===== config.mk =====
export PLATFORM = sky130hd
export DESIGN_NAME = countdown_timer_flat
export DESIGN_NICKNAME = d
export VERILOG_FILES = /design/src/rtl/countdown_timer_pkg.sv /design/src/rtl/countdown_timer_if.sv /design/src/rtl/countdown_timer_tick_prescaler.sv /design/src/rtl/countdown_timer.sv /design/src/flat_wrapper.sv
export SDC_FILE = /design/constraint.sdc
export NUM_CORES = 1
export LEC_CHECK = 0
export ABC_AREA = 1
export BUFFER_PORTS_ARGS = -buffer_cell sky130_fd_sc_hd__buf_4
export CORE_UTILIZATION = 45
export CTS_CLUSTER_SIZE = 8
export DETAILED_ROUTE_END_ITERATION = 6
export HOLD_SLACK_MARGIN = 0.1
export PLACE_DENSITY = 0.7
export SYNTH_ARGS = -nofsm -noshare
export SYNTH_HDL_FRONTEND = slang
export SYNTH_HIERARCHICAL = 1
export SYNTH_SLANG_ARGS = --single-unit

===== constraint.sdc =====
create_clock -name clk -period 3.4 [get_ports clk]
set_clock_uncertainty 0.1 [all_clocks]
set_input_delay 0.68 -clock clk [delete_from_list [all_inputs] [get_ports clk]]
set_output_delay 0.68 -clock clk [all_outputs]
set_load 0.1 [all_outputs]

===== src/rtl/countdown_timer_pkg.sv =====
// Shared definitions for the countdown timer, also usable by the stopwatch:
// 12-hour HMS limits and widths, the timer state enum, and the preset clamp.
package countdown_timer_pkg;

  localparam int HOUR_W = 4;
  localparam int MS_W   = 6;

  localparam logic [HOUR_W-1:0] MAX_HOUR = 4'd11;
  localparam logic [MS_W-1:0]   MAX_MIN  = 6'd59;
  localparam logic [MS_W-1:0]   MAX_SEC  = 6'd59;

  typedef enum logic [1:0] {
    IDLE  = 2'd0,
    RUN   = 2'd1,
    PAUSE = 2'd2,
    DONE  = 2'd3
  } timer_state_t;

  typedef struct packed {
    logic [HOUR_W-1:0] hour;
    logic [MS_W-1:0]   min;
    logic [MS_W-1:0]   sec;
  } hms_t;

  function automatic hms_t clamp_hms(input logic [HOUR_W-1:0] h,
                                     input logic [MS_W-1:0]   m,
                                     input logic [MS_W-1:0]   s);
    hms_t r;
    r.hour = (h > MAX_HOUR) ? MAX_HOUR : h;
    r.min  = (m > MAX_MIN)  ? MAX_MIN  : m;
    r.sec  = (s > MAX_SEC)  ? MAX_SEC  : s;
    return r;
  endfunction

endpackage


===== src/rtl/countdown_timer_if.sv =====
// Control and status bundle for countdown_timer; state is a debug view of the FSM.
interface countdown_timer_if;
  import countdown_timer_pkg::*;

  // Handshake: there is no valid/ready pair. load/start/stop/clear are level
  // commands sampled on every rising clk edge (priority clear > load > stop >
  // start); status outputs are registered and change only on that edge.
  logic                load;
  logic [HOUR_W-1:0]   set_hour;
  logic [MS_W-1:0]     set_min;
  logic [MS_W-1:0]     set_sec;
  logic                start;
  logic                stop;
  logic                clear;
  logic [HOUR_W-1:0]   hour;
  logic [MS_W-1:0]     min;
  logic [MS_W-1:0]     sec;
  logic                running;
  logic                done;
  logic                expired;
  timer_state_t        state;

  modport master (
    output load, set_hour, set_min, set_sec, start, stop, clear,
    input  hour, min, sec, running, done, expired, state
  );

  modport slave (
    input  load, set_hour, set_min, set_sec, start, stop, clear,
    output hour, min, sec, running, done, expired, state
  );

endinterface


===== src/rtl/countdown_timer_tick_prescaler.sv =====
// Divides clk down to a one-cycle tick every TICK_DIV enabled cycles.
module tick_prescaler #(
  parameter int TICK_DIV = 1
) (
  input  logic clk,
  input  logic reset,
  input  logic enable,
  input  logic clr,
  output logic tick
);

  localparam int CW = (TICK_DIV > 1) ? $clog2(TICK_DIV) : 1;
  localparam logic [CW-1:0] LAST = CW'(TICK_DIV - 1);

  logic [CW-1:0] cnt_q, cnt_d;

  // Holding the count while enable is low keeps the residue across a pause.
  always_comb begin
    cnt_d = cnt_q;
    tick  = 1'b0;
    if (clr) begin
      cnt_d = '0;
    end else if (enable) begin
      if (cnt_q == LAST) begin
        tick  = 1'b1;
        cnt_d = '0;
      end else begin
        cnt_d = cnt_q + CW'(1);
      end
    end
  end

  always_ff @(posedge clk) begin
    if (reset) cnt_q <= '0;
    else       cnt_q <= cnt_d;
  end

endmodule


===== src/rtl/countdown_timer.sv =====
// Countdown timer: loads an HMS preset, decrements once per tick in RUN, stops at zero.
// Define COUNTDOWN_AUTO_RELOAD_EN to reload from the preset at zero instead of stopping.
module countdown_timer
  import countdown_timer_pkg::*;
#(
  parameter int TICK_DIV = 1
) (
  input  logic              clk,
  input  logic              reset,
  countdown_timer_if.slave  bus
);

  timer_state_t state_q, state_d;
  hms_t         cnt_q, cnt_d;
  hms_t         preset_q, preset_d;
  logic         done_q, done_d;

  hms_t         load_val;
  hms_t         dec_val;
  logic         cnt_zero;
  logic         load_ok;
  logic         pre_en;
  logic         pre_clr;
  logic         tick;

  assign load_val = clamp_hms(bus.set_hour, bus.set_min, bus.set_sec);
  assign cnt_zero = (cnt_q == '0);
  assign load_ok  = bus.load && (state_q != RUN);

  // Prescaler only advances on RUN cycles that are not overridden by clear/stop.
  assign pre_en  = (state_q == RUN) && !bus.clear && !bus.stop;
  assign pre_clr = bus.clear || load_ok ||
                   (bus.start && !bus.stop && (state_q == IDLE) && !cnt_zero);

  tick_prescaler #(.TICK_DIV(TICK_DIV)) u_prescaler (
    .clk    (clk),
    .reset  (reset),
    .enable (pre_en),
    .clr    (pre_clr),
    .tick   (tick)
  );

  always_comb begin
    dec_val = cnt_q;
    if (cnt_q.sec != '0) begin
      dec_val.sec = cnt_q.sec - MS_W'(1);
    end else begin
      dec_val.sec = MAX_SEC;
      if (cnt_q.min != '0) begin
        dec_val.min = cnt_q.min - MS_W'(1);
      end else begin
        dec_val.min  = MAX_MIN;
        dec_val.hour = cnt_q.hour - HOUR_W'(1);
      end
    end
  end

  always_comb begin
    state_d  = state_q;
    cnt_d    = cnt_q;
    preset_d = preset_q;
    done_d   = 1'b0;
    if (bus.clear) begin
      cnt_d   = '0;
      state_d = IDLE;
    end else if (load_ok) begin
      preset_d = load_val;
      cnt_d    = load_val;
      state_d  = IDLE;
    end else if (bus.stop) begin
      if (state_q == RUN) state_d = PAUSE;
    end else if (bus.start && (state_q inside {IDLE, PAUSE}) && !cnt_zero) begin
      state_d = RUN;
    end else if ((state_q == RUN) && tick) begin
      cnt_d = dec_val;
      if (dec_val == '0) begin
        done_d = 1'b1;
`ifdef COUNTDOWN_AUTO_RELOAD_EN
        if (preset_q != '0) cnt_d   = preset_q;
        else                state_d = DONE;
`else
        state_d = DONE;
`endif
      end
    end
  end

  always_ff @(posedge clk) begin
    if (reset) begin
      state_q  <= IDLE;
      cnt_q    <= '0;
      preset_q <= '0;
      done_q   <= 1'b0;
    end else begin
      state_q  <= state_d;
      cnt_q    <= cnt_d;
      preset_q <= preset_d;
      done_q   <= done_d;
    end
  end

  assign bus.hour    = cnt_q.hour;
  assign bus.min     = cnt_q.min;
  assign bus.sec     = cnt_q.sec;
  assign bus.running = (state_q == RUN);
  assign bus.expired = (state_q == DONE);
  assign bus.done    = done_q;
  assign bus.state   = state_q;

endmodule


===== src/flat_wrapper.sv =====
// flat-port wrapper written by rule: the top's interface ports become plain ports
module countdown_timer_flat import countdown_timer_pkg::*;
#(
  parameter int TICK_DIV = 1
)
  (clk, reset, bus_load, bus_set_hour, bus_set_min, bus_set_sec, bus_start, bus_stop, bus_clear, bus_hour, bus_min, bus_sec, bus_running, bus_done, bus_expired, bus_state);
  countdown_timer_if bus_i ();
  input  logic clk;
  input  logic reset;
  input wire logic [$bits(bus_i.load)-1:0] bus_load;
  input wire logic [$bits(bus_i.set_hour)-1:0] bus_set_hour;
  input wire logic [$bits(bus_i.set_min)-1:0] bus_set_min;
  input wire logic [$bits(bus_i.set_sec)-1:0] bus_set_sec;
  input wire logic [$bits(bus_i.start)-1:0] bus_start;
  input wire logic [$bits(bus_i.stop)-1:0] bus_stop;
  input wire logic [$bits(bus_i.clear)-1:0] bus_clear;
  output wire logic [$bits(bus_i.hour)-1:0] bus_hour;
  output wire logic [$bits(bus_i.min)-1:0] bus_min;
  output wire logic [$bits(bus_i.sec)-1:0] bus_sec;
  output wire logic [$bits(bus_i.running)-1:0] bus_running;
  output wire logic [$bits(bus_i.done)-1:0] bus_done;
  output wire logic [$bits(bus_i.expired)-1:0] bus_expired;
  output wire logic [$bits(bus_i.state)-1:0] bus_state;
  assign bus_i.load = bus_load;
  assign bus_i.set_hour = bus_set_hour;
  assign bus_i.set_min = bus_set_min;
  assign bus_i.set_sec = bus_set_sec;
  assign bus_i.start = bus_start;
  assign bus_i.stop = bus_stop;
  assign bus_i.clear = bus_clear;
  assign bus_hour = bus_i.hour;
  assign bus_min = bus_i.min;
  assign bus_sec = bus_i.sec;
  assign bus_running = bus_i.running;
  assign bus_done = bus_i.done;
  assign bus_expired = bus_i.expired;
  assign bus_state = bus_i.state;
  countdown_timer #(.TICK_DIV(TICK_DIV)) u_core (.clk(clk), .reset(reset), .bus(bus_i));
endmodule

==> run metrics <==
status completed; most common cell after layout, fill and taps aside nand2_1; final WL 3960 µm; fraction of layout cells with a size suffix above 1 26.6%; number of global-route vias before repair 1,481; Worst Setup End Kind register; sequence of cells on the critical path inv_1 -> ha_1 -> nand2_4 -> nor2_8 -> nand2_4 -> inv_2 -> nand3_1 -> nand3_1 -> nor2_1 -> inv_1 -> o21ai_0 -> nor2_2 -> inv_1 -> nor2_8 -> a21oi_4 -> inv_2 -> o221ai_1 -> a31o_2 -> inv_1; post-CTS setup buffer count 0; max_slew headroom 72.8%; Root Buffer clkbuf_4; Post-Syn Area 1580 µm²; global-route wire length before repair 6530 µm; dpl cells 316; critical path arrival 3.21 ns; Top Family by Delay on Critical Path simple AND/OR/NAND/NOR gates; GRT Total Usage 23.1%; Worst Hold Class reg -> reg; Final #Nets 304; WP buf/inv 6; initial antenna violation count 0; flops & latches, synth 19; Startpoint Class register; Tcrit/Tclk final 89.8%; dpl hpwl 3010 µm; gpl congestion 0.872; synth warn 6; cts hold-fix bufs 0; Antenna Nets Post-Route 0; most used cell, CP inv_1; Max VDD drop 204 µV; most frequent cells in the layout nand2_1, buf_4, inv_1; critical path type reg -> reg; wire length per cell 12.4 µm; register area share after synthesis 24.1%; Resize count post-CTS 0; die area 3750 µm²; Max FO, Critical Path 26; final non-filler cell total 320; pin count of the biggest net entering global routing 27; reg2reg path depth 19; DRC 0; CTS tree yes; Area Growth Syn to Fin 24.4%; Slew @ Worst Pin 0.407 ns; # setup viols final 0; Max Clk Rate 0.328 GHz; Max Root-Sink Buffers 2; minimum clock period 3.05 ns; Tot Pwr 0.685 mW; Die Ht 61.2 µm; Slew Limit Fails 0; I/O pins 43; Mean Syn Cell Area 6.81 µm²; Min Hold Slack 0.398 ns; Worst Slack Setup Final 0.347 ns; CTS clk-pin slew, worst paths 0.12 ns; Starting Density 47.3%; Initial DRC Count 90; clk sinks 19; Min-Delay Path Depth 2; worst slack, placed 0.361 ns; Yosys cell types 39; DR pass1 iterations 4; setup TNS 0 ns; syn_nets 261; Post-synth EDFFs 0; Core Region 3340 µm²; H-tree depth 1; Leak 0.993 nW; Syn Inst Count 232; Cell Rows 21; pwr dens 349 nW/µm²; WP depth 19; max-cap violation count 0; remaining global-route overflow 0; # diodes 0; Vias/cell 5.15; total CTS buffers 3; Crit-path slowest cell dfxtp_2; I/O Buffers 42; Fin. Hold Viols 0; Die W 61.2 µm; Async S/R FF share, synth 0%; clk_lat worst skew 0.30 ns; RSZ-0062 raised after global routing false; CP required 3.56 ns; largest stage delay on the critical path 0.36 ns; Via Count 1,648; dominant synthesized flop cell dfxtp_1
tightest hold or removal path, stage by stage, from the launching register on:
cell and delay (ns):
dfxtp_2 0.36, nand2_1 0.08, a21oi_2 0.05
cell type report:
class	count	area [µm²]
multi-input cells	170	1030
inverters	38	143
clock buffers	4	26.3
well taps	46	57.6
repair buffers	43	323
flip-flops and latches	19	383
fillers	344	1370
metrics by stage:
stage | cell area, µm² | util (%)
after floorplan | 1590 | -
after global placement | 1940 | 58.1
after detailed placement | 1940 | 58.1
after CTS | 1960 | 58.9
after global routing | 1960 | 58.9
final | 1960 | 58.9
layer usage:
layer  vias up  track usage, %  part of all wire (%)
met5         -               0                     0
met4         0            4.55                  0.78
met3         4            3.99                   5.3
met2        50            39.4                    46
met1       738            30.7                    48
li1        856               -                     -
cells by family after synthesis:
kind of cell | Yosys count | share of synthesized area [%]
AOI/OAI and AO/OA | 39 | 18.3
xor gates and xnor gates | 3 | 2.14
adders and majority gates | 7 | 5.55
buffers and inverters | 43 | 10.9
DFF | 19 | 24.1
and+or+nand+nor | 121 | 39.1
power by group:
part / total (mW) / switching [mW] / internal, mW
registers: 0.248 / 0.0153 / 0.233
clock network: 0.122 / 0.0765 / 0.0457
logic: 0.314 / 0.216 / 0.0979
total: 0.685 / 0.308 / 0.377
cells in the mapped netlist, types with 3 or more instances:
| master | number | area share [%] |
|---|---|---|
| o21ai_0 | 11 | 3.5 |
| nor2_1 | 20 | 4.8 |
| ha_1 | 7 | 5.5 |
| nand4_1 | 5 | 2.0 |
| o211ai_1 | 10 | 4.8 |
| inv_1 | 34 | 8.1 |
| inv_2 | 4 | 0.95 |
| a21oi_1 | 3 | 0.95 |
| dfxtp_1 | 19 | 24 |
| nor2_2 | 4 | 1.6 |
| nor2_4 | 3 | 2.1 |
| nand2_1 | 46 | 11 |
| nor3_1 | 4 | 1.3 |
| nand2_4 | 3 | 2.1 |
| nand3_1 | 28 | 8.9 |
sequential cells by signal (all words and copies together) (netlist names):
name / count
u_core/bus.done: 1
u_core/bus.hour: 4
u_core/bus.min: 6
u_core/bus.sec: 6
u_core/bus.state: 2
final timing paths:
check	startpoint	end	slack, ns
max reg2reg	u_core/bus.sec[0]	u_core/bus.min[4]	0.35
min reg2reg	u_core/bus.state[0]	u_core/bus.state[0]	0.40
max	u_core/bus.sec[0]	u_core/bus.min[4]	0.35
min	u_core/bus.state[0]	u_core/bus.state[0]	0.40
No activity file was read; power rests on OpenSTA's default activity.
